--- src/rtl/axis_frame_mux_pkg.sv ---
// ---------------------------------------------------------------------------
// Shared definitions for the AXI4-Stream frame-boundary multiplexer.
//
// vga_pkg : video timing helpers; get_v_res() supplies the active line count
//           of the VGA mode driven by the stream-to-VGA bridge.
// axi_pkg : state encoding for the frame multiplexer FSM.
// ---------------------------------------------------------------------------
package vga_pkg;

  // Active lines per frame of the 800x600 VGA mode.
  function automatic int get_v_res();
    return 600;
  endfunction

endpackage

package axi_pkg;

  // HUNT: waiting for start-of-frame on the active source.
  // PASS: forwarding the active source to the sink.
  typedef enum logic {
    HUNT = 1'b0,
    PASS = 1'b1
  } axis_mux_state_e;

endpackage

--- src/rtl/axis_frame_tracker.sv ---
// ---------------------------------------------------------------------------
// axis_frame_tracker
// Follows the line/frame position of the beats that the multiplexer actually
// forwards, flags the last beat of a frame and detects a start-of-frame that
// arrives somewhere other than the first beat of a frame.
//
// Ports
//   clk, rst   : clock, asynchronous active-high reset
//   beat       : a beat of the active source was accepted this cycle
//   last       : tlast of that beat (end of line)
//   sof        : tuser[0] of that beat (start of frame)
//   frame_end  : combinational, the accepted beat closes the final line
//   sof_err    : registered one-cycle pulse after a misplaced SOF beat
// ---------------------------------------------------------------------------
module axis_frame_tracker #(
  parameter int V_RES = 600
) (
  input  logic clk,
  input  logic rst,
  input  logic beat,
  input  logic last,
  input  logic sof,
  output logic frame_end,
  output logic sof_err
);

  localparam int LW = (V_RES > 1) ? $clog2(V_RES) : 1;
  localparam logic [LW-1:0] LAST_LINE = LW'(V_RES - 1);

  logic [LW-1:0] line_cnt;
  logic [LW-1:0] base_line;
  logic          mid_line;
  logic          misplaced;

  // Any SOF beat starts a new frame, so the line it belongs to is line 0
  // regardless of where the counter was; an SOF that finds the counter away
  // from the frame start means the previous frame was truncated.
  always_comb begin
    misplaced = beat & sof & ((line_cnt != '0) | mid_line);
    base_line = sof ? '0 : line_cnt;
    frame_end = beat & last & (base_line == LAST_LINE);
  end

  always_ff @(posedge clk or posedge rst) begin
    if (rst) begin
      line_cnt <= '0;
      mid_line <= 1'b0;
      sof_err  <= 1'b0;
    end else begin
      sof_err <= misplaced;
      if (beat) begin
        if (last) begin
          mid_line <= 1'b0;
          line_cnt <= frame_end ? '0 : base_line + 1'b1;
        end else begin
          mid_line <= 1'b1;
          line_cnt <= base_line;
        end
      end
    end
  end

endmodule

--- src/rtl/axis_frame_mux.sv ---
// ---------------------------------------------------------------------------
// axis_frame_mux
// Shares one AXI4-Stream video sink between two video sources, switching
// only between complete frames. After a switch the new source is hunted for
// start-of-frame (tuser[0]) before anything is forwarded.
//
// Ports
//   clk_i, rst_i          : AXI clock, asynchronous active-high reset
//   sel_i                 : requested source (0 = s0, 1 = s1)
//   s0_* / s1_*           : source streams (tdata/tuser/tlast/tvalid in,
//                           tready out)
//   m_*                   : stream to the sink (tready in)
//   active_o              : source currently owning the sink
//   pending_o             : switch requested but not yet taken
//   frame_cnt_o           : complete frames forwarded (wraps)
//   sof_err_o             : one-cycle pulse on a misplaced SOF
//
// Configuration macro
//   AXIS_FRAME_MUX_FLUSH_EN : when defined the inactive source is drained
//                             (tready=1, beats discarded) so it free-runs;
//                             otherwise it is held off with tready=0.
// ---------------------------------------------------------------------------
module axis_frame_mux
  import axi_pkg::*;
#(
  parameter int DATA_WIDTH = 16,
  parameter int USER_WIDTH = 1,
  parameter int V_RES      = vga_pkg::get_v_res()
) (
  input  logic                  clk_i,
  input  logic                  rst_i,
  input  logic                  sel_i,
  input  logic [DATA_WIDTH-1:0] s0_tdata,
  input  logic [USER_WIDTH-1:0] s0_tuser,
  input  logic                  s0_tlast,
  input  logic                  s0_tvalid,
  output logic                  s0_tready,
  input  logic [DATA_WIDTH-1:0] s1_tdata,
  input  logic [USER_WIDTH-1:0] s1_tuser,
  input  logic                  s1_tlast,
  input  logic                  s1_tvalid,
  output logic                  s1_tready,
  output logic [DATA_WIDTH-1:0] m_tdata,
  output logic [USER_WIDTH-1:0] m_tuser,
  output logic                  m_tlast,
  output logic                  m_tvalid,
  input  logic                  m_tready,
  output logic                  active_o,
  output logic                  pending_o,
  output logic [15:0]           frame_cnt_o,
  output logic                  sof_err_o
);

  axis_mux_state_e state, state_nxt;
  logic act, act_nxt;

  logic [DATA_WIDTH-1:0] a_tdata;
  logic [USER_WIDTH-1:0] a_tuser;
  logic                  a_tlast;
  logic                  a_tvalid;
  logic                  a_tready;
  logic                  a_sof;
  logic                  inactive_ready;
  logic                  beat;
  logic                  frame_end;
  logic                  sof_err;

`ifdef AXIS_FRAME_MUX_FLUSH_EN
  assign inactive_ready = 1'b1;
`else
  assign inactive_ready = 1'b0;
`endif

  // Active-source view of the two inputs.
  assign a_tdata  = act ? s1_tdata  : s0_tdata;
  assign a_tuser  = act ? s1_tuser  : s0_tuser;
  assign a_tlast  = act ? s1_tlast  : s0_tlast;
  assign a_tvalid = act ? s1_tvalid : s0_tvalid;
  assign a_sof    = a_tuser[0];

  // In HUNT everything but the SOF beat is drained; the SOF beat is left
  // waiting on the source so it becomes the first beat forwarded in PASS.
  // A change of sel_i in HUNT simply retargets the hunt. In PASS a switch
  // is only taken on the beat that closes the frame.
  always_comb begin
    state_nxt = state;
    act_nxt   = act;
    a_tready  = 1'b0;
    case (state)
      HUNT: begin
        a_tready = a_tvalid & ~a_sof;
        if (sel_i != act) begin
          act_nxt = sel_i;
        end else if (a_tvalid & a_sof) begin
          state_nxt = PASS;
        end
      end
      PASS: begin
        a_tready = m_tready;
        if (frame_end && (sel_i != act)) begin
          act_nxt   = sel_i;
          state_nxt = HUNT;
        end
      end
    endcase
  end

  always_ff @(posedge clk_i or posedge rst_i) begin
    if (rst_i) begin
      state       <= HUNT;
      act         <= 1'b0;
      frame_cnt_o <= '0;
    end else begin
      state <= state_nxt;
      act   <= act_nxt;
      if (frame_end) begin
        frame_cnt_o <= frame_cnt_o + 16'd1;
      end
    end
  end

  assign s0_tready = act ? inactive_ready : a_tready;
  assign s1_tready = act ? a_tready : inactive_ready;

  assign m_tdata  = a_tdata;
  assign m_tuser  = a_tuser;
  assign m_tlast  = a_tlast;
  assign m_tvalid = (state == PASS) & a_tvalid;

  // Only beats handed to the sink count towards line/frame position.
  assign beat = (state == PASS) & a_tvalid & m_tready;

  axis_frame_tracker #(
    .V_RES(V_RES)
  ) u_tracker (
    .clk      (clk_i),
    .rst      (rst_i),
    .beat     (beat),
    .last     (a_tlast),
    .sof      (a_sof),
    .frame_end(frame_end),
    .sof_err  (sof_err)
  );

  assign active_o  = act;
  assign pending_o = (state == PASS) & (sel_i != act);
  assign sof_err_o = sof_err;

endmodule

--- config.mk ---
export PLATFORM = sky130hd
export DESIGN_NAME = axis_frame_mux
export DESIGN_NICKNAME = d
export VERILOG_FILES = /design/src/rtl/axis_frame_mux_pkg.sv /design/src/rtl/axis_frame_tracker.sv /design/src/rtl/axis_frame_mux.sv
export SDC_FILE = /design/constraint.sdc
export NUM_CORES = 1
export LEC_CHECK = 0
export ABC_CLOCK_PERIOD_IN_PS = 2500
export CORE_ASPECT_RATIO = 0.8
export CORE_MARGIN = 5
export CORE_UTILIZATION = 30
export CTS_CLUSTER_SIZE = 28
export DETAILED_ROUTE_END_ITERATION = 10
export GPL_TIMING_DRIVEN = 0
export PLACE_DENSITY_LB_ADDON = 0.3
export SYNTH_ARGS = -nofsm -noshare
export SYNTH_HDL_FRONTEND = slang
export SYNTH_SLANG_ARGS = --single-unit
--- constraint.sdc ---
create_clock -name clk_i -period 2.5 [get_ports clk_i]
set_clock_uncertainty 0.15 [all_clocks]
set_input_delay 0.5 -clock clk_i [delete_from_list [all_inputs] [get_ports clk_i]]
set_output_delay 0.5 -clock clk_i [all_outputs]
set_load 0.03 [all_outputs]
Yosys cells after proc, flatten, opt, wreduce, memory -nomap -nowiden
Cells that the tools add are included.
Widths: inputs -> output; s select.
{ "op_classes": {"add_sub_neg": 2, "n_eq_ne": 4, "mux": 18, "n_bitwise": 12, "n_reduce_logical": 3} }
{ "op_table": {"columns": ["cell", "count"], "rows": [
  ["$mux 10", 3],
  ["$add 16x1->16 const B", 1],
  ["$mux 16", 1],
  ["$mux 1", 11],
  ["$add 10x1->10 const B", 1],
  ["$eq 10x10->1 const B", 1],
  ["$reduce_bool 10->1", 1],
  ["$and 1x1->1", 9],
  ["$pmux 1 s2", 3],
  ["$ne 2x1->1 const B", 1],
  ["$ne 2x2->1 const B", 1],
  ["$not 1->1", 2],
  ["$reduce_and 2->1", 1],
  ["$logic_and 1x1->1", 1],
  ["$ne 1x1->1", 1],
  ["$or 1x1->1", 1]
]} }
{ "word_totals": {"ff_bits": 30, "input_bits": 42, "out_inout_bits": 40, "word_cells": 45} }

Longest topological paths before layout
Gate-level depths: netlist of the first run.
{ "depth": {"word_depth": 8, "depth_mapped": 11, "depth_no_buf": 8} }

Modules after synthesis
From an unflattened synthesis of the first run, not the netlist that was laid out.
{ "unflattened": {"hier_cells": 191, "area_unflattened_um2": 1873.0} }
{ "by_module_without_submodules": {"columns": ["mod", "n_inst", "cells_each", "area_each_um2", "seq_area_each_um2"], "rows": [
  ["axis_frame_mux", 1, 102, 1089.8, 450.4],
  ["axis_frame_tracker", 1, 89, 783.3, 300.3]
]} }

Worst setup path before layout of the first run
OpenSTA, ideal clock, no wires.
{ "synth_timing": {"path_kind": "flip-flop to flip-flop", "from": "register act (netlist: active_o)", "to": "register act (netlist: active_o)", "setup_time_ps": 125, "arrival_time_ps": 2629, "required_ps": 2225, "slack_ps": -404, "path_stages_with_launch": 12, "n_path_buf": 3, "period_less_slack_ps": 2904, "cell_sequence": "dfrtp_1 buf_4 mux2i_1 clkbuf_1 and2_1 ha_1 and3_1 nand3_4 or2_1 buf_6 nand2_2 mux2_4"} }
{ "synth_via": {"elab_chain_cells": 8, "elab_cells_between_ends": 14, "classes_between": "4 x eq/ne; 4 x mux; 4 x bitwise; 2 x reduce/logical"} }
{ "synth_lines": {"columns": ["element", "line_no", "source"], "rows": [
  ["start, declared", "axis_frame_mux.sv:55", "logic act, act_nxt;"],
  ["start signal, assigned", "axis_frame_mux.sv:115", "act <= act_nxt;"],
  ["parallel branches: the longest is 7 deep, another holds $mux 10", null, null],
  ["$reduce_and 2->1 (no line) *", null, null]
]} }
Mark *: on every way between the ends.
A chain may end at the register's enable or synchronous reset.

Final worst setup path of the first run
Ends and elaborated chain as after synthesis.

==> results of run 1 <==
-- cell families (layout without fill, tap and decap cells) --
logic type	count (synthesis)	count (layout)
AOI/OAI and AO/OA	27	27
xor gates and xnor gates	16	16
adders and majority gates	2	2
buffers and inverters	19	119
DFF	30	30
muxes	23	23
and+or+nand+nor	76	76
-- metal layers --
metal	GRT usage [%]	share of wire (%)	vias to the layer above
met4	3.27	0.73	0
met2	21.6	47	58
met5	0	0	-
li1	-	-	889
met3	6.18	9.2	5
met1	16.4	43	846
-- power by group through the flow --
stage / Sequential, mW / Combinational, mW / Clock [mW]
after global routing: 0.593 / 1.22 / 0.540
after detailed placement: 0.593 / 1.16 / 0
after global placement: 0.593 / 1.15 / 0
final: 0.584 / 1.13 / 0.502
after floorplan: 0.606 / 0.738 / 0
after CTS: 0.585 / 1.11 / 0.513
-- worst paths after layout --
| kind | slack [ns] | endpoint |
|---|---|---|
| min in group clk_i | 0.32 | frame_cnt_o[15] |
| min reg2reg | 0.32 | frame_cnt_o[15] |
| max reg2reg | 0.004 | active_o |
| min | 0.29 | u_tracker.line_cnt[5] |
| max in group asynchronous | 1.53 | active_o |
| max | 0.004 | active_o |
-- sequential cells by signal (all words and copies together) (netlist names) --
register / cells
active_o: 1
frame_cnt_o: 16
state: 1
u_tracker.line_cnt: 10
u_tracker.mid_line: 1
u_tracker.sof_err: 1
-- cells in the final DEF, fill, tap and decap left out, drive strengths merged, types with 6 or more instances in the layout --
cell type and instances:
and2 6, buf 15, clkbuf 13, clkdlybuf4s50 57
dfrtp 30, dlygate4sd2 21, inv 11, mux2 19
nand2 20, nand3 6, nand4 10, nor2 14
o21ai 9, xnor2 12
-- area by class of cell --
class / instances / area, um^2
inverters: 12 / 45.0
fillers: 580 / 3210
flip-flops and latches: 30 / 752
repair buffers: 92 / 865
plain buffers: 7 / 53.8
multi-input cells: 144 / 1130
clock buffers: 7 / 86.3
well taps: 84 / 105
clock inverters: 1 / 30.0
-- through the flow --
step	TNS, ns	instance area [um^2]	setup slack, ns
floorplan	-0.0651	1960	-0.0651
global placement	-11.39	2880	-0.503
detailed placement	-12.33	2880	-0.528
CTS	-0.0551	3020	-0.0551
global route	-0.513	3060	-0.101
finish	0	3060	0.00446
-- repair_timing --
item,4_1_cts,5_1_grt
buffers inserted,6,4
resized for setup,34,6
pin swaps,2,3
endpoints found under the hold margin,0,0
setup endpoints to repair,41,34
==> impl_metrics.yaml, run 1 <==
run_status:
  status: "finished, final reports clean"
setup_path:
  required_ns: 2.52
  worst_path_most_repeated_cell: "buf_6"
  cp.arrival_ns: 2.51
  path_buf_inv: 3
  critPathTopFamily: "simple AND/OR/NAND/NOR gates"
  critPathLaunchType: "register"
  slowest_stage: "dfrtp_2"
  r2r_start: "active_o"
  worstPathCellList: "buf_6, mux2i_4, clkbuf_8, and2_4, ha_4, and3_4, nand3_4, or2_1, buf_6, nand2_4, mux2_4"
  critPathMaxStageDelay_ns: 0.38
  path_depth: 11
  r2r_cells: 11
  worstSetupStartpoint: "active_o"
  endpoint_kind: "register"
  cp_max_fo: 6
  crit_type: "register to register"
detailed_routing:
  drt-vias-per-instance: 4.77
  first_iter_violations: 89
  routed_wl_um: 5190
  vias: 1798
  drc: 0
  ant_nets: 0
  wire_per_inst_um: 13.8
  first_pass_iters: 4
timing:
  slew_viol_final: 0
  worst_hold_slack_ns: 0.291
  worst_pin_slew_ns: 0.433
  timing.fmax_mhz: 401
  layout_worst_path_cycle_share_pct: 99.8
  finalHoldViolCount: 0
  setup_violations: 0
  rsz0062_at_grt: "true"
  slew_headroom_pct: 71.2
  fin_crit_ns: 2.50
global_route:
  grt_max_degree: 31
  antenna_found_initial: 0
  grt_pass1_vias: 1853
  globalRouteTotalUtil_pct: 13.4
  grt_pass1_wl_um: 8610
  grt_overflow_total: 0
final_layout:
  fin_util_pct: 48.8
  stdcell_count: 377
  drive_above_1_share_pct: 22.5
  syn2layout_area_growth_pct: 60.5
  fin_nets: 336
  antenna_cells: 0
synthesis:
  synth.most_common_cell: "dfrtp_1"
  ys_ff_latch: 30
  synth_top_area_share_pct: 39.3
  synth-xor-area-share_pct: 7.34
  synth_nets: 237
  synth_edf_count: 0
  synth_area_leaders: "dfrtp_1, mux2_2, xnor2_1, nand2_1, nand4_1"
  synth-compound-area-share_pct: 10.2
  ys_top_cells_by_count: "dfrtp_1, nand2_1, mux2_2"
  yosysTopAreaCell: "dfrtp_1"
  ys.warnings.count: 0
  synthCells: 193
  yosys.area_share.adder_pct: 1.31
  yosysSeqAreaShare_pct: 39.3
  synth_mux_area_share_pct: 13.5
  synth.distinct_cells: 49
  async_flop_share_pct: 100
  synth_top_family_by_area: "simple AND/OR/NAND/NOR gates"
  synth_flop_cell: "dfrtp_1"
  yosys.area_share.simple_pct: 24.0
  syn_avg_cell_area_um2: 9.89
  netlist_area_mm2: 0.00191
clock_network:
  htreeDepth: 2
  clkSinkCount: 30
  cts_hold_buf: 0
  clkTransAtPathRegs_ns: 0.07
  insertion_delay_ns: 0.28
  cts_tree: "done"
  numCtsBuffers: 5
  cts.path.max_buffers: 2
  root_buffer: "clkbuf_8"
floorplan:
  dieArea_mm2: 0.00807
  start_util_pct: 30.4
  fp.dieH_um: 81.4
  die_x_um: 99.2
  placementRows: 26
  core_mm2: 0.00628
  io_pins: 82
placement:
  io_buffers: 81
  post-place-cells: 358
  gp_congestion: 0.777
  dpl.hpwl_um: 4080
power_and_ir_drop:
  power_frac_comb_pct: 51.0
  total_power_mw: 2.22
  vdd_drop_max_mv: 0.352
  p_sw_uw: 834
  sw_frac_of_total_pct: 37.7
  p_per_area_mw_per_mm2: 723
  clockPowerShare_pct: 22.7
  internal_power_mw: 1.38
  sequentialPowerShare_pct: 26.4
  leakage_nw: 1.33
flow_run:
  maxCapViolations: 0
hold_path:
  hold_path_class: "input port to async pin"
No activity file was read; power rests on OpenSTA's default activity.
==> run 2: changes to the inputs <==
--- a/config.mk
+++ b/config.mk
@@ -12,7 +12,9 @@
 export CTS_CLUSTER_SIZE = 28
 export DETAILED_ROUTE_END_ITERATION = 10
 export GPL_TIMING_DRIVEN = 0
+export MAX_ROUTING_LAYER = met4
 export PLACE_DENSITY_LB_ADDON = 0.3
+export SETUP_SLACK_MARGIN = 0.4
 export SYNTH_ARGS = -nofsm -noshare
 export SYNTH_HDL_FRONTEND = slang
 export SYNTH_SLANG_ARGS = --single-unit
==> run 2 against run 1 <==
  * Sequential share of layout area shrank 1.5 points
  * Register-to-register slack better by 0.02 ns
  * Non-clock buffer count increased by 9
  * Largest cell class unchanged
  * Via count up 1.5%
  * Power is 3.5% higher
  * Die area did not move
  * Count of clock-buffer cells in the layout up 1
  * Critical path type unchanged
  * Clock power decreased by 7.8%
  * Worst setup slack improved by 0.023 ns
  * Global-route usage up 0.73 points
  * Fmax increased by 0.95%
  * Worst hold slack better by 0.038 ns
==> impl_metrics.yaml, run 2 (synthesized netlist as in run 1, its figures left out) <==
placement:
  post-place-cells: 358
  dpl.hpwl_um: 3900
  io_buffers: 81
  gp_congestion: 0.759
setup_path:
  worst_path_most_repeated_cell: "buf_6"
  cp_max_fo: 5
  critPathLaunchType: "register"
  worstSetupStartpoint: "active_o"
  cp.arrival_ns: 2.48
  r2r_start: "active_o"
  slowest_stage: "dfrtp_2"
  critPathMaxStageDelay_ns: 0.36
  crit_type: "register to register"
  endpoint_kind: "register"
  required_ns: 2.51
  worstPathCellList: "buf_6, mux2i_4, clkbuf_8, and2_4, ha_4, and3_4, nand3_4, or2_1, buf_6, nand2_4, mux2_4"
final_layout:
  stdcell_count: 386
  regArea_um2: 752
  largest_reg_flops: 16
  multi_input_area_mm2: 0.00120
  fin_nets: 345
  final_cell_mix: "clkdlybuf4s50_1, dfrtp_1, buf_4"
  largest-register: "frame_cnt_o"
  final_common_cell: "clkdlybuf4s50_1"
  top_regs: "frame_cnt_o x16, u_tracker.line_cnt x10"
  antenna_cells: 0
  drive_above_1_share_pct: 35.1
  fillers: 572
  syn2layout_area_growth_pct: 70.6
timing:
  slew_viol_final: 0
  layout_worst_path_cycle_share_pct: 98.9
  finalHoldViolCount: 0
  setup_violations: 0
  timing.fmax_mhz: 405
  slew_headroom_pct: 70.0
  worst_pin_slew_ns: 0.446
  rsz0062_at_grt: "true"
  worst_hold_slack_ns: 0.329
  fin_crit_ns: 2.47
global_route:
  grt_pass1_vias: 1903
  grt_max_degree: 31
  globalRouteTotalUtil_pct: 14.2
  antenna_found_initial: 0
  grt_overflow_total: 0
  grt_pass1_wl_um: 8940
detailed_routing:
  routed_wl_um: 5390
  drt-vias-per-instance: 4.73
  wire_per_inst_um: 14.0
  vias: 1825
  ant_nets: 0
  drc: 0
  first_pass_iters: 4
  first_iter_violations: 95
floorplan:
  start_util_pct: 30.4
  core_mm2: 0.00628
  die_x_um: 99.2
  fp.dieH_um: 81.4
  io_pins: 82
  placementRows: 26
  dieArea_mm2: 0.00807
hold_path:
  hold_path_class: "register to register"
  worstHoldStart: "frame_cnt_o[15]"
power_and_ir_drop:
  vdd_drop_max_mv: 0.408
  p_per_area_mw_per_mm2: 704
  leakage_nw: 1.50
clock_network:
  clkTransAtPathRegs_ns: 0.06
  cts_tree: "done"
  numCtsBuffers: 5
  cts_hold_buf: 0
  root_buffer: "clkbuf_8"
  clkSinkCount: 30
  insertion_delay_ns: 0.28
  cts.path.max_buffers: 2
  htreeDepth: 2
run_status:
  status: "finished, final reports clean"
flow_run:
  maxCapViolations: 0
## run 2: cell types whose count changed in the layout (fill, tap and decap cells not counted), sizes merged
| cell | delta |
|---|---|
| inv | +1 |
| bufinv | -1 |
| clkinv | -1 |
| clkdlybuf4s15 | +9 |
| clkdlybuf4s50 | -7 |
| buf | +19 |
| dlygate4sd2 | -17 |
| dlymetal6s2s | +5 |
| clkbuf | +1 |
## run 2: stage by stage
stage          worst slack, ns  util [%]  setup TNS [ns]  power [mW]  cell area, um^2
2_1_floorplan          -0.0650         -         -0.0650        1.34             1960
3_3_place_gp            -0.500      45.8          -11.41        1.74             2880
3_5_place_dp            -0.528      45.8          -12.29        1.75             2880
4_1_cts                 0.0263      49.7               0        2.28             3120
5_1_grt                -0.0745      51.9          -0.440        2.42             3260
6_report                0.0278      51.9               0        2.29             3260
## run 2: what timing repair did
action                                  CTS  global route
buffers inserted                         14             5
pin swaps                                 6            13
endpoints found under the setup margin   52            53
gates resized for setup                 116            25
## run 2: final timing paths
check | end | slack (ns) | depth (start not counted)
min | frame_cnt_o[15] | 0.33 | 1
min in group asynchronous | u_tracker.line_cnt[5] | 0.36 | 2
max reg2reg | active_o | 0.03 | 11
max | active_o | 0.03 | 11
max in group asynchronous | active_o | 1.38 | 3
min reg2reg | frame_cnt_o[15] | 0.33 | 1
## run 2: layer usage
| metal | global-route usage [%] | wire length [um] | vias to the layer above |
|---|---|---|---|
| li1 | - | - | 908 |
| met1 | 17.7 | 2440 | 851 |
| met2 | 22.5 | 2530 | 64 |
| met3 | 4.38 | 382 | 2 |
| met4 | 3.68 | 29 | 0 |
| met5 | - | 0 | - |
## run 2: report_power, final
group	switching (mW)	internal (mW)	total, mW
registers	0.0501	0.533	0.583
logic	0.640	0.606	1.25
clock network	0.185	0.278	0.463
total	0.875	1.42	2.29
## run 2: layout make-up
type                            instances  area share (%)
Inverter                               12            1.38
Multi-Input combinational cell        144            36.9
Tap cell                               84            3.23
Sequential cell                        30            23.1
Buffer                                  7            1.81
Clock buffer                            8            3.38
Timing Repair Buffer                  101            30.2
## run 2: critical path, delay by kind of cell, from the launching register on
| family | cells | cell delay, ns |
|---|---|---|
| multiplexers | 2 | 0.51 |
| AND/OR/NAND/NOR | 5 | 0.78 |
| flip-flops | 1 | 0.36 |
| buffers and inverters | 3 | 0.42 |
| adder cells (fa/ha/maj) | 1 | 0.12 |
